[config.mk]
export PLATFORM = sky130hd
export DESIGN_NAME = video_timing_sched_flat
export DESIGN_NICKNAME = d
export VERILOG_FILES = /design/src/rtl/video_timing_sched_if.sv /design/src/rtl/video_timing_sched.sv /design/src/flat_wrapper.sv
export SDC_FILE = /design/constraint.sdc
export NUM_CORES = 1
export LEC_CHECK = 0
export BUFFER_PORTS_ARGS = -buffer_cell sky130_fd_sc_hd__buf_2
export CAP_MARGIN = 20
export CORE_MARGIN = 1.5
export CORE_UTILIZATION = 57
export DETAILED_ROUTE_END_ITERATION = 16
export PLACE_DENSITY = 0.89
export SETUP_SLACK_MARGIN = 0.5
export SYNTH_ARGS = -nofsm -noshare
export SYNTH_HDL_FRONTEND = slang
export SYNTH_SLANG_ARGS = --single-unit
export TNS_END_PERCENT = 1
[constraint.sdc]
create_clock -name clk -period 2.5 [get_ports clk]
set_input_delay 0.5 -clock clk [delete_from_list [all_inputs] [get_ports clk]]
set_output_delay 0.5 -clock clk [all_outputs]
set_load 0.005 [all_outputs]
[src/rtl/video_timing_sched_if.sv]
// Register/commit port of the video timing scheduler.
// Handshake: cfg_wr, cfg_rd and cfg_commit are single-cycle strobes qualified
// only by the clock edge (no ready/backpressure); cfg_addr/cfg_wdata are valid
// in any cycle with a strobe; cfg_rdata is registered and updates one cycle
// after cfg_rd, holding its value otherwise.
interface video_timing_sched_if;
    logic        cfg_wr;
    logic        cfg_rd;
    logic [3:0]  cfg_addr;
    logic [15:0] cfg_wdata;
    logic [15:0] cfg_rdata;
    logic        cfg_commit;

    modport master (
        output cfg_wr, cfg_rd, cfg_addr, cfg_wdata, cfg_commit,
        input  cfg_rdata
    );
    modport slave (
        input  cfg_wr, cfg_rd, cfg_addr, cfg_wdata, cfg_commit,
        output cfg_rdata
    );
endinterface

[src/rtl/video_timing_sched.sv]
// Timing/polarity staging, atomic apply and frame-aligned enable sequencing
// for the video pixel generator.
// Optional macro VID_UNDERRUN_CNT_EN: enables the saturating underrun counter
// at register address 0xA (otherwise that address reads 0, writes ignored).
module video_timing_sched #(
    parameter logic [19:0] STOP_TMO = 20'hFFFFF,
    parameter int          UCNT_W   = 16
) (
    input  logic                 clk,
    input  logic                 rst_n,
    video_timing_sched_if.slave  cfg,
    input  logic                 eov,
    input  logic                 load_ready,
    input  logic                 load_valid,
    output logic                 ctrl_ven,
    output logic                 ctrl_hsync_pol,
    output logic                 ctrl_vsync_pol,
    output logic                 ctrl_blank_pol,
    output logic                 ctrl_daten_pol,
    output logic [7:0]           Thsync,
    output logic [7:0]           Thgdel,
    output logic [7:0]           Tvsync,
    output logic [7:0]           Tvgdel,
    output logic [15:0]          Thgate,
    output logic [15:0]          Thlen,
    output logic [15:0]          Tvgate,
    output logic [15:0]          Tvlen,
    output logic                 commit_pend,
    output logic                 frame_irq
);
    typedef enum logic [1:0] {IDLE = 2'd0, RUN = 2'd1, STOP_PEND = 2'd2} state_t;

    localparam logic [19:0] TMO_LAST = STOP_TMO - 20'd1;

    state_t      state, state_nxt;
    logic [4:0]  stg_ctrl;
    logic [7:0]  stg_thsync, stg_thgdel, stg_tvsync, stg_tvgdel;
    logic [15:0] stg_thgate, stg_thlen, stg_tvgate, stg_tvlen;
    logic        eov_q, eov_edge;
    logic        pend, pend_nxt;
    logic [19:0] tmo_cnt;
    logic        tmo_hit, tmo_clr;
    logic        ld_all, ld_ven, ven_clr;
    logic        running;
    logic [15:0] rd_mux, ucnt_rd;

    assign eov_edge    = eov & ~eov_q;
    assign tmo_hit     = (tmo_cnt == TMO_LAST);
    assign running     = (state == RUN) || (state == STOP_PEND);
    // A commit latched during STOP_PEND is consumed in the first IDLE cycle and is not reported there.
    assign commit_pend = pend && (state != IDLE);

    // State, pending flag, eov history and boundary interrupt.
    always_ff @(posedge clk) begin
        if (!rst_n) begin
            state     <= IDLE;
            pend      <= 1'b0;
            eov_q     <= 1'b0;
            frame_irq <= 1'b0;
        end else begin
            state     <= state_nxt;
            pend      <= pend_nxt;
            eov_q     <= eov;
            frame_irq <= eov_edge && (state == RUN);
        end
    end

    // Next state and apply/stop decisions.
    always_comb begin
        state_nxt = state;
        pend_nxt  = pend;
        ld_all    = 1'b0;
        ld_ven    = 1'b0;
        ven_clr   = 1'b0;
        tmo_clr   = 1'b0;
        case (state)
            IDLE: begin
                pend_nxt = 1'b0;
                if (cfg.cfg_commit || pend) begin
                    ld_all = 1'b1;
                    ld_ven = 1'b1;
                    if (stg_ctrl[0]) state_nxt = RUN;
                end
            end
            RUN: begin
                // A commit arriving with the boundary only becomes pending; it waits a full frame.
                if (eov_edge && pend) begin
                    ld_all   = 1'b1;
                    pend_nxt = 1'b0;
                    if (!stg_ctrl[0]) begin
                        state_nxt = STOP_PEND;
                        tmo_clr   = 1'b1;
                    end
                end else if (cfg.cfg_commit) begin
                    pend_nxt = 1'b1;
                end
            end
            STOP_PEND: begin
                if (cfg.cfg_commit) pend_nxt = 1'b1;
                if (eov_edge || tmo_hit) begin
                    ven_clr   = 1'b1;
                    state_nxt = IDLE;
                end
            end
            default: state_nxt = IDLE;
        endcase
    end

    // Stop timeout counter, cleared on entry to STOP_PEND.
    always_ff @(posedge clk) begin
        if (!rst_n || tmo_clr) tmo_cnt <= '0;
        else if (state == STOP_PEND) tmo_cnt <= tmo_cnt + 20'd1;
    end

    // Staging registers; a write in an apply cycle lands after the apply samples them.
    always_ff @(posedge clk) begin
        if (!rst_n) begin
            stg_ctrl   <= '0;
            stg_thsync <= '0;
            stg_thgdel <= '0;
            stg_thgate <= '0;
            stg_thlen  <= '0;
            stg_tvsync <= '0;
            stg_tvgdel <= '0;
            stg_tvgate <= '0;
            stg_tvlen  <= '0;
        end else if (cfg.cfg_wr) begin
            case (cfg.cfg_addr)
                4'h0: stg_ctrl   <= cfg.cfg_wdata[4:0];
                4'h1: stg_thsync <= cfg.cfg_wdata[7:0];
                4'h2: stg_thgdel <= cfg.cfg_wdata[7:0];
                4'h3: stg_thgate <= cfg.cfg_wdata;
                4'h4: stg_thlen  <= cfg.cfg_wdata;
                4'h5: stg_tvsync <= cfg.cfg_wdata[7:0];
                4'h6: stg_tvgdel <= cfg.cfg_wdata[7:0];
                4'h7: stg_tvgate <= cfg.cfg_wdata;
                4'h8: stg_tvlen  <= cfg.cfg_wdata;
                default: ;
            endcase
        end
    end

    // Active copy driving the generator; ven is sequenced separately from the rest.
    always_ff @(posedge clk) begin
        if (!rst_n) begin
            ctrl_ven       <= 1'b0;
            ctrl_hsync_pol <= 1'b0;
            ctrl_vsync_pol <= 1'b0;
            ctrl_blank_pol <= 1'b0;
            ctrl_daten_pol <= 1'b0;
            Thsync <= '0; Thgdel <= '0; Thgate <= '0; Thlen <= '0;
            Tvsync <= '0; Tvgdel <= '0; Tvgate <= '0; Tvlen <= '0;
        end else begin
            if (ld_all) begin
                ctrl_hsync_pol <= stg_ctrl[1];
                ctrl_vsync_pol <= stg_ctrl[2];
                ctrl_blank_pol <= stg_ctrl[3];
                ctrl_daten_pol <= stg_ctrl[4];
                Thsync <= stg_thsync; Thgdel <= stg_thgdel;
                Thgate <= stg_thgate; Thlen  <= stg_thlen;
                Tvsync <= stg_tvsync; Tvgdel <= stg_tvgdel;
                Tvgate <= stg_tvgate; Tvlen  <= stg_tvlen;
            end
            if (ld_ven) ctrl_ven <= stg_ctrl[0];
            else if (ven_clr) ctrl_ven <= 1'b0;
        end
    end

`ifdef VID_UNDERRUN_CNT_EN
    logic [UCNT_W-1:0] ucnt;

    // Saturating underrun counter; a clear write overrides a same-cycle increment.
    always_ff @(posedge clk) begin
        if (!rst_n) ucnt <= '0;
        else if (cfg.cfg_wr && cfg.cfg_addr == 4'hA) ucnt <= '0;
        else if (running && load_ready && !load_valid && !(&ucnt)) ucnt <= ucnt + 1'b1;
    end

    assign ucnt_rd = 16'(ucnt);
`else
    localparam int unused_ucnt_w = UCNT_W;
    logic unused_underrun;
    assign unused_underrun = &{1'b0, load_ready, load_valid, running};
    assign ucnt_rd = '0;
`endif

    // Read mux over staging, status and underrun count.
    always_comb begin
        rd_mux = '0;
        case (cfg.cfg_addr)
            4'h0: rd_mux = {11'd0, stg_ctrl};
            4'h1: rd_mux = {8'd0, stg_thsync};
            4'h2: rd_mux = {8'd0, stg_thgdel};
            4'h3: rd_mux = stg_thgate;
            4'h4: rd_mux = stg_thlen;
            4'h5: rd_mux = {8'd0, stg_tvsync};
            4'h6: rd_mux = {8'd0, stg_tvgdel};
            4'h7: rd_mux = stg_tvgate;
            4'h8: rd_mux = stg_tvlen;
            4'h9: rd_mux = {13'd0, commit_pend, state};
            4'hA: rd_mux = ucnt_rd;
            default: rd_mux = '0;
        endcase
    end

    // Registered read data, held between reads.
    always_ff @(posedge clk) begin
        if (!rst_n) cfg.cfg_rdata <= '0;
        else if (cfg.cfg_rd) cfg.cfg_rdata <= rd_mux;
    end
endmodule

[src/flat_wrapper.sv]
// flat-port wrapper written by rule: the top's interface ports become plain ports
module video_timing_sched_flat 
#(
    parameter logic [19:0] STOP_TMO = 20'hFFFFF,
    parameter int          UCNT_W   = 16
)
  (clk, rst_n, eov, load_ready, load_valid, ctrl_ven, ctrl_hsync_pol, ctrl_vsync_pol, ctrl_blank_pol, ctrl_daten_pol, Thsync, Thgdel, Tvsync, Tvgdel, Thgate, Thlen, Tvgate, Tvlen, commit_pend, frame_irq, cfg_cfg_wr, cfg_cfg_rd, cfg_cfg_addr, cfg_cfg_wdata, cfg_cfg_commit, cfg_cfg_rdata);
  video_timing_sched_if cfg_i ();
  input  logic clk;
  input  logic rst_n;
  input  logic eov;
  input  logic load_ready;
  input  logic load_valid;
  output logic ctrl_ven;
  output logic ctrl_hsync_pol;
  output logic ctrl_vsync_pol;
  output logic ctrl_blank_pol;
  output logic ctrl_daten_pol;
  output logic [7:0] Thsync;
  output logic [7:0] Thgdel;
  output logic [7:0] Tvsync;
  output logic [7:0] Tvgdel;
  output logic [15:0] Thgate;
  output logic [15:0] Thlen;
  output logic [15:0] Tvgate;
  output logic [15:0] Tvlen;
  output logic commit_pend;
  output logic frame_irq;
  input wire logic [$bits(cfg_i.cfg_wr)-1:0] cfg_cfg_wr;
  input wire logic [$bits(cfg_i.cfg_rd)-1:0] cfg_cfg_rd;
  input wire logic [$bits(cfg_i.cfg_addr)-1:0] cfg_cfg_addr;
  input wire logic [$bits(cfg_i.cfg_wdata)-1:0] cfg_cfg_wdata;
  input wire logic [$bits(cfg_i.cfg_commit)-1:0] cfg_cfg_commit;
  output wire logic [$bits(cfg_i.cfg_rdata)-1:0] cfg_cfg_rdata;
  assign cfg_i.cfg_wr = cfg_cfg_wr;
  assign cfg_i.cfg_rd = cfg_cfg_rd;
  assign cfg_i.cfg_addr = cfg_cfg_addr;
  assign cfg_i.cfg_wdata = cfg_cfg_wdata;
  assign cfg_i.cfg_commit = cfg_cfg_commit;
  assign cfg_cfg_rdata = cfg_i.cfg_rdata;
  video_timing_sched #(.STOP_TMO(STOP_TMO), .UCNT_W(UCNT_W)) u_core (.clk(clk), .rst_n(rst_n), .cfg(cfg_i), .eov(eov), .load_ready(load_ready), .load_valid(load_valid), .ctrl_ven(ctrl_ven), .ctrl_hsync_pol(ctrl_hsync_pol), .ctrl_vsync_pol(ctrl_vsync_pol), .ctrl_blank_pol(ctrl_blank_pol), .ctrl_daten_pol(ctrl_daten_pol), .Thsync(Thsync), .Thgdel(Thgdel), .Tvsync(Tvsync), .Tvgdel(Tvgdel), .Thgate(Thgate), .Thlen(Thlen), .Tvgate(Tvgate), .Tvlen(Tvlen), .commit_pend(commit_pend), .frame_irq(frame_irq));
endmodule
=== Word-level counts from Yosys, hierarchy flattened ===
Index checks and enable logic that the tools add are counted.

* Output and inout bits: 119
* Register bits: 243

* Reduce and logical (&&, ||, !) cells: 22
* Muxes and demuxes: 21
* Equality and inequality tests: 17
* Bitwise gates (word level): 2
* Add/subtract/negate cells: 1

{| class="wikitable"
|+ Operator list
! cell !! count
|-
| $pmux 16 s10 || 1
|-
| $add 20x1->20 const B || 1
|-
| $eq 20x20->1 const B || 1
|-
| $reduce_and 2->1 || 9
|-
| $eq 4x3->1 const B || 4
|-
| $mux 1 || 12
|-
| $mux 2 || 5
|-
| $eq 4x2->1 const B || 2
|-
| $eq 4x4->1 const B || 2
|-
| $ne 2x1->1 const B || 3
|-
| $pmux 2 s3 || 1
|-
| $reduce_and 5->1 || 1
|-
| $eq 4x1->1 const B || 1
|-
| $logic_not 4->1 || 1
|-
| $ne 2x2->1 const B || 2
|-
| $reduce_bool 2->1 || 2
|-
| $logic_and 1x1->1 || 3
|-
| $logic_or 1x1->1 || 3
|-
| $pmux 1 s3 || 1
|-
| $reduce_bool 3->1 || 1
|-
| $eq 2x1->1 const B || 1
|-
| $eq 2x2->1 const B || 1
|-
| $logic_not 2->1 || 1
|-
| $pmux 1 s2 || 1
|-
| other kinds (3) || 3
|}

=== Longest topological paths before layout ===
* Word-level depth: 7
* Depth in mapped cells: 9
* Mapped depth without buffers: 7

=== Worst setup path before layout ===
No wires, ideal clock.

* Path kind: register to register
* From: reg u_core.state[0]
* To: reg u_core.tmo_cnt[18]
* Stages on the path, launching flop included: 10
* Arrival time: 1.824 ns
* Required time: 2.375 ns
* Path slack: 0.551 ns
* Cells stage by stage: dfxtp_1 -> inv_1 -> ha_1 -> buf_4 -> nand4_2 -> or4_1 -> buf_2 -> nor3_1 -> xnor2_1 -> nor2_2

* Cells in the longest elaborated chain, start to end: 3
* Elaborated cells between the ends (all ways): 4
* Those cells by class: 2 x eq/ne; 1 x mux; 1 x reduce/logical

{| class="wikitable"
|+ Ends and longest elaborated chain
! what !! RTL line !! text
|-
| start, declared || video_timing_sched.sv:35 || <nowiki>state_t state, state_nxt;</nowiki>
|-
| start signal, assigned || video_timing_sched.sv:61 || <nowiki>state <= state_nxt;</nowiki>
|-
| $eq 2x1->1 || - ||
|-
| $mux 1 || video_timing_sched.sv:76 || <nowiki>case (state)</nowiki>
|-
| $logic_or 1x1->1 || video_timing_sched.sv:111 || <nowiki>if (!rst_n || tmo_clr) tmo_cnt <= '0;</nowiki>
|-
| end signal, assigned || video_timing_sched.sv:112 || <nowiki>else if (state == STOP_PEND) tmo_cnt <= tmo_cnt + 20'd1;</nowiki>
|-
| end, declared || video_timing_sched.sv:41 || <nowiki>logic [19:0] tmo_cnt;</nowiki>
|}

Several ways; a longest one is shown, not always the timed one.
A chain may end at the register's enable or synchronous reset.

=== Worst setup path in the final report ===
* From: reg u_core.state[0]
* To: out commit_pend

* Cells in the longest elaborated chain, start to end: 2

{| class="wikitable"
|+ Ends and longest elaborated chain
! what !! RTL line !! text
|-
| $reduce_bool 2->1 || video_timing_sched.sv:51 || <nowiki>assign commit_pend = pend && (state != IDLE);</nowiki>
|-
| $logic_and 1x1->1 || video_timing_sched.sv:51 ||
|-
| end, declared || flat_wrapper.sv:27 || <nowiki>output logic commit_pend;</nowiki>
|}

No other way between the ends.

==> metrics <==
status=finished clean; Synth-to-Final Area Change=18.3%; CTS tree=built; initial drt markers=889; CTS sink count=243; CTS H-tree depth=1; worst hold endpoint=u_core.eov_q; dpl hpwl=18.8 mm; DR vias=8,857; WHS=207 ps; row count=48; Yosys top cell area share=47.8%; Peak Freq=0.496 GHz; Sum Neg Setup Slack=0 ps; share of layout cells above drive strength 1=18.0%; post-route antenna net violation count=0; reg2reg path depth=7; largest cells by area after synthesis=dfxtp_1 48%, nand2_1 13%, a21boi_0 12%; Initial Util=58.6%; drt first pass iters=6; net switching power=1.95 mW; Reg clk slew, reported paths=60 ps; cts hold-fix bufs=0; Post-Syn Area=10,200 sq um; switch share=22.4%; drt total wl=27.9 mm; most common cell in the netlist=nand2_1; RSZ-0062 raised after global routing=yes; Post-Synth Simple-Gate Area=21.8%; Worst Tran Pin Value=605 ps; first-pass GRT wire length=43.3 mm; Pint=6.75 mW; Clk pwr share=48.0%; I/O pins=147; Cell Pwr Density=723 nW/um^2; Post-Synth Adder-Cell Area=0.738%; vias in the first global route=8,242; count of cell types in the netlist=55; fin nets=1,338; WP data required=2000 ps; GRT Util Overall=29.6%; Clock Skew=10.3 ps; mux share of post-synthesis cell area=5.20%; Primary FF master, synth=dfxtp_1; Hold Startpoint=eov; clock buffer depth=3; Die Span Y=137 um; max_slew headroom=59.1%; syn_nets=1,227; Comb pwr share=6.6%; GP Congestion=1.01; post-synthesis xor/xnor area fraction=1.38%; commonest cells in the netlist=359 x nand2_1, 243 x dfxtp_1, 163 x a21boi_0; core box area=17,400 sq um; Period Utilization, post-route=80.7%; area leader, netlist=dfxtp_1; crit-path max FO=6; Leak=4.60 nW; critical path endpoint category=output port; total congestion overflow=0; # DRC=0; largest net degree at the start of global routing=134; initial antenna violation count=1; Synth Warn #=0; count of flip-flops with a built-in enable after synthesis=0; Routed WL per cell=18.1 um; largest family of logic cells by synthesized area=simple AND/OR/NAND/NOR gates; number of port buffers=144; Root Driver=clkbuf_16; Vias per Instance=5.73; endpoints failing hold=0; Die Wd=137 um; sequential power share=45.4%; die area=18,700 sq um; worst vdd ir=0.000549 V; Mapped Cells=1,193; Worst-Skew Late Latency=520 ps; R2R Path End=u_core.Tvgate[2]; RR Startpoint=u_core.state[0]; Tmin final=2020 ps; Synth Register Bits=243; HP Class=primary input to flop; Crit Path Class=flop to output port; dpl cells=1,502; Async S/R FF share, synth=0%; max-slew violation count=0; setup slack, reg-to-reg=510 ps; Non-Filler Instances=1,545; Pwr Total=8.70 mW; Seq/Total Area, Yosys=47.8%; synthesized area per cell=8.53 sq um; CP Data Arrival Time=1520 ps; Num CTS Buffers=25; maxcap violations=0; hold path depth=2; Compound-Gate Fraction of Synth Area=19.1%; Final setup viols=0; Critical Path Source Type=flop
[worst max-delay path: stages, from the launching register on]
cell     delay, ps
dfxtp_2        390
inv_1           80
ha_1           290
nor2_2         130
buf_2          120
[placed cells by master (no fill, tap or decap), types with 22 or more instances in the layout]
cell type and instances:
a21oi_1 22, clkbuf_16 25, nor2_1 28, buf_2 143, mux2i_1 45, nor2b_1 61, a21boi_0 163, buf_4 26
dfxtp_1 241, nand2_1 358
[cells by family (layout without fill, tap and decap cells)]
| logic type | Yosys count | after routing |
|---|---|---|
| simple gates | 506 | 506 |
| compound gates | 268 | 268 |
| flops | 243 | 243 |
| buf+inv | 102 | 228 |
| mux | 52 | 52 |
| xor+xnor | 16 | 16 |
| fa+ha+maj | 6 | 6 |
| other cells | 0 | 1 |
[state kept, by name, summed over array words and instances (netlist names), 2 cells and up]
signal and count:
u_core.cfg.cfg_rdata 16, u_core.state 2, u_core.stg_tvgate 16, u_core.Tvgate 16, u_core.stg_tvsync 8, u_core.stg_tvgdel 8, u_core.stg_thsync 8, u_core.stg_tvlen 16
u_core.Thgate 16, u_core.stg_thlen 16, u_core.Tvsync 8, u_core.Thgdel 8, u_core.Thlen 16, u_core.stg_ctrl 5, u_core.Thsync 8, u_core.stg_thgdel 8
u_core.Tvgdel 8, u_core.tmo_cnt 20, u_core.stg_thgate 16, u_core.Tvlen 16
[power by group through the flow]
stage               Combinational [mW]  Clock, mW  Sequential (mW)
global route                     0.621       4.36             3.95
CTS                              0.567       4.21             3.95
floorplan                        0.373          0             4.02
finish                           0.576       4.18             3.95
global placement                 0.546          0             4.03
detailed placement               0.555          0             4.03
[metal layers]
layer	global-route usage [%]	routed length (um)	vias to the layer above
met3	5.30	2740	70
li1	-	-	4199
met4	12.4	982	0
met1	40.3	11600	4171
met2	46.3	12600	417
met5	0	0	-
[what timing repair did]
action | in CTS | in global routing
setup buffers | 0 | 0
gates resized for setup | 6 | 2
setup endpoints to repair | 105 | 110
[metrics by stage]
step	setup WS [ps]	util [%]	area, sq um
CTS	474	69.3	12000
finish	484	69.3	12000
floorplan	551	-	10200
detailed placement	159	63.9	11100
global route	399	69.3	12000
global placement	261	63.9	11100
[final cells by class]
cell class	instances	area [sq um]
diodes	1	2.50
clock buffers	31	688
clock inverters	11	235
fillers	1324	5320
inverters	12	45.0
multi-input cells	848	4920
flip-flops and latches	243	4870
well taps	225	282
repair buffers	174	996
[how the worst max path moves through the flow]
stage / start / end / slack, ps / cells past startpoint
floorplan: u_core.state[0] / u_core.tmo_cnt[18] / 550 / 9
global placement: cfg_cfg_addr[2] / u_core.stg_thlen[8] / 260 / 6
detailed placement: cfg_cfg_addr[2] / u_core.stg_thlen[4] / 160 / 6
CTS: u_core.state[0] / commit_pend / 470 / 4
global route: u_core.state[0] / u_core.Tvgate[6] / 400 / 7
finish: u_core.state[0] / commit_pend / 480 / 4
Note: power is estimated with default switching activity, not from simulation.
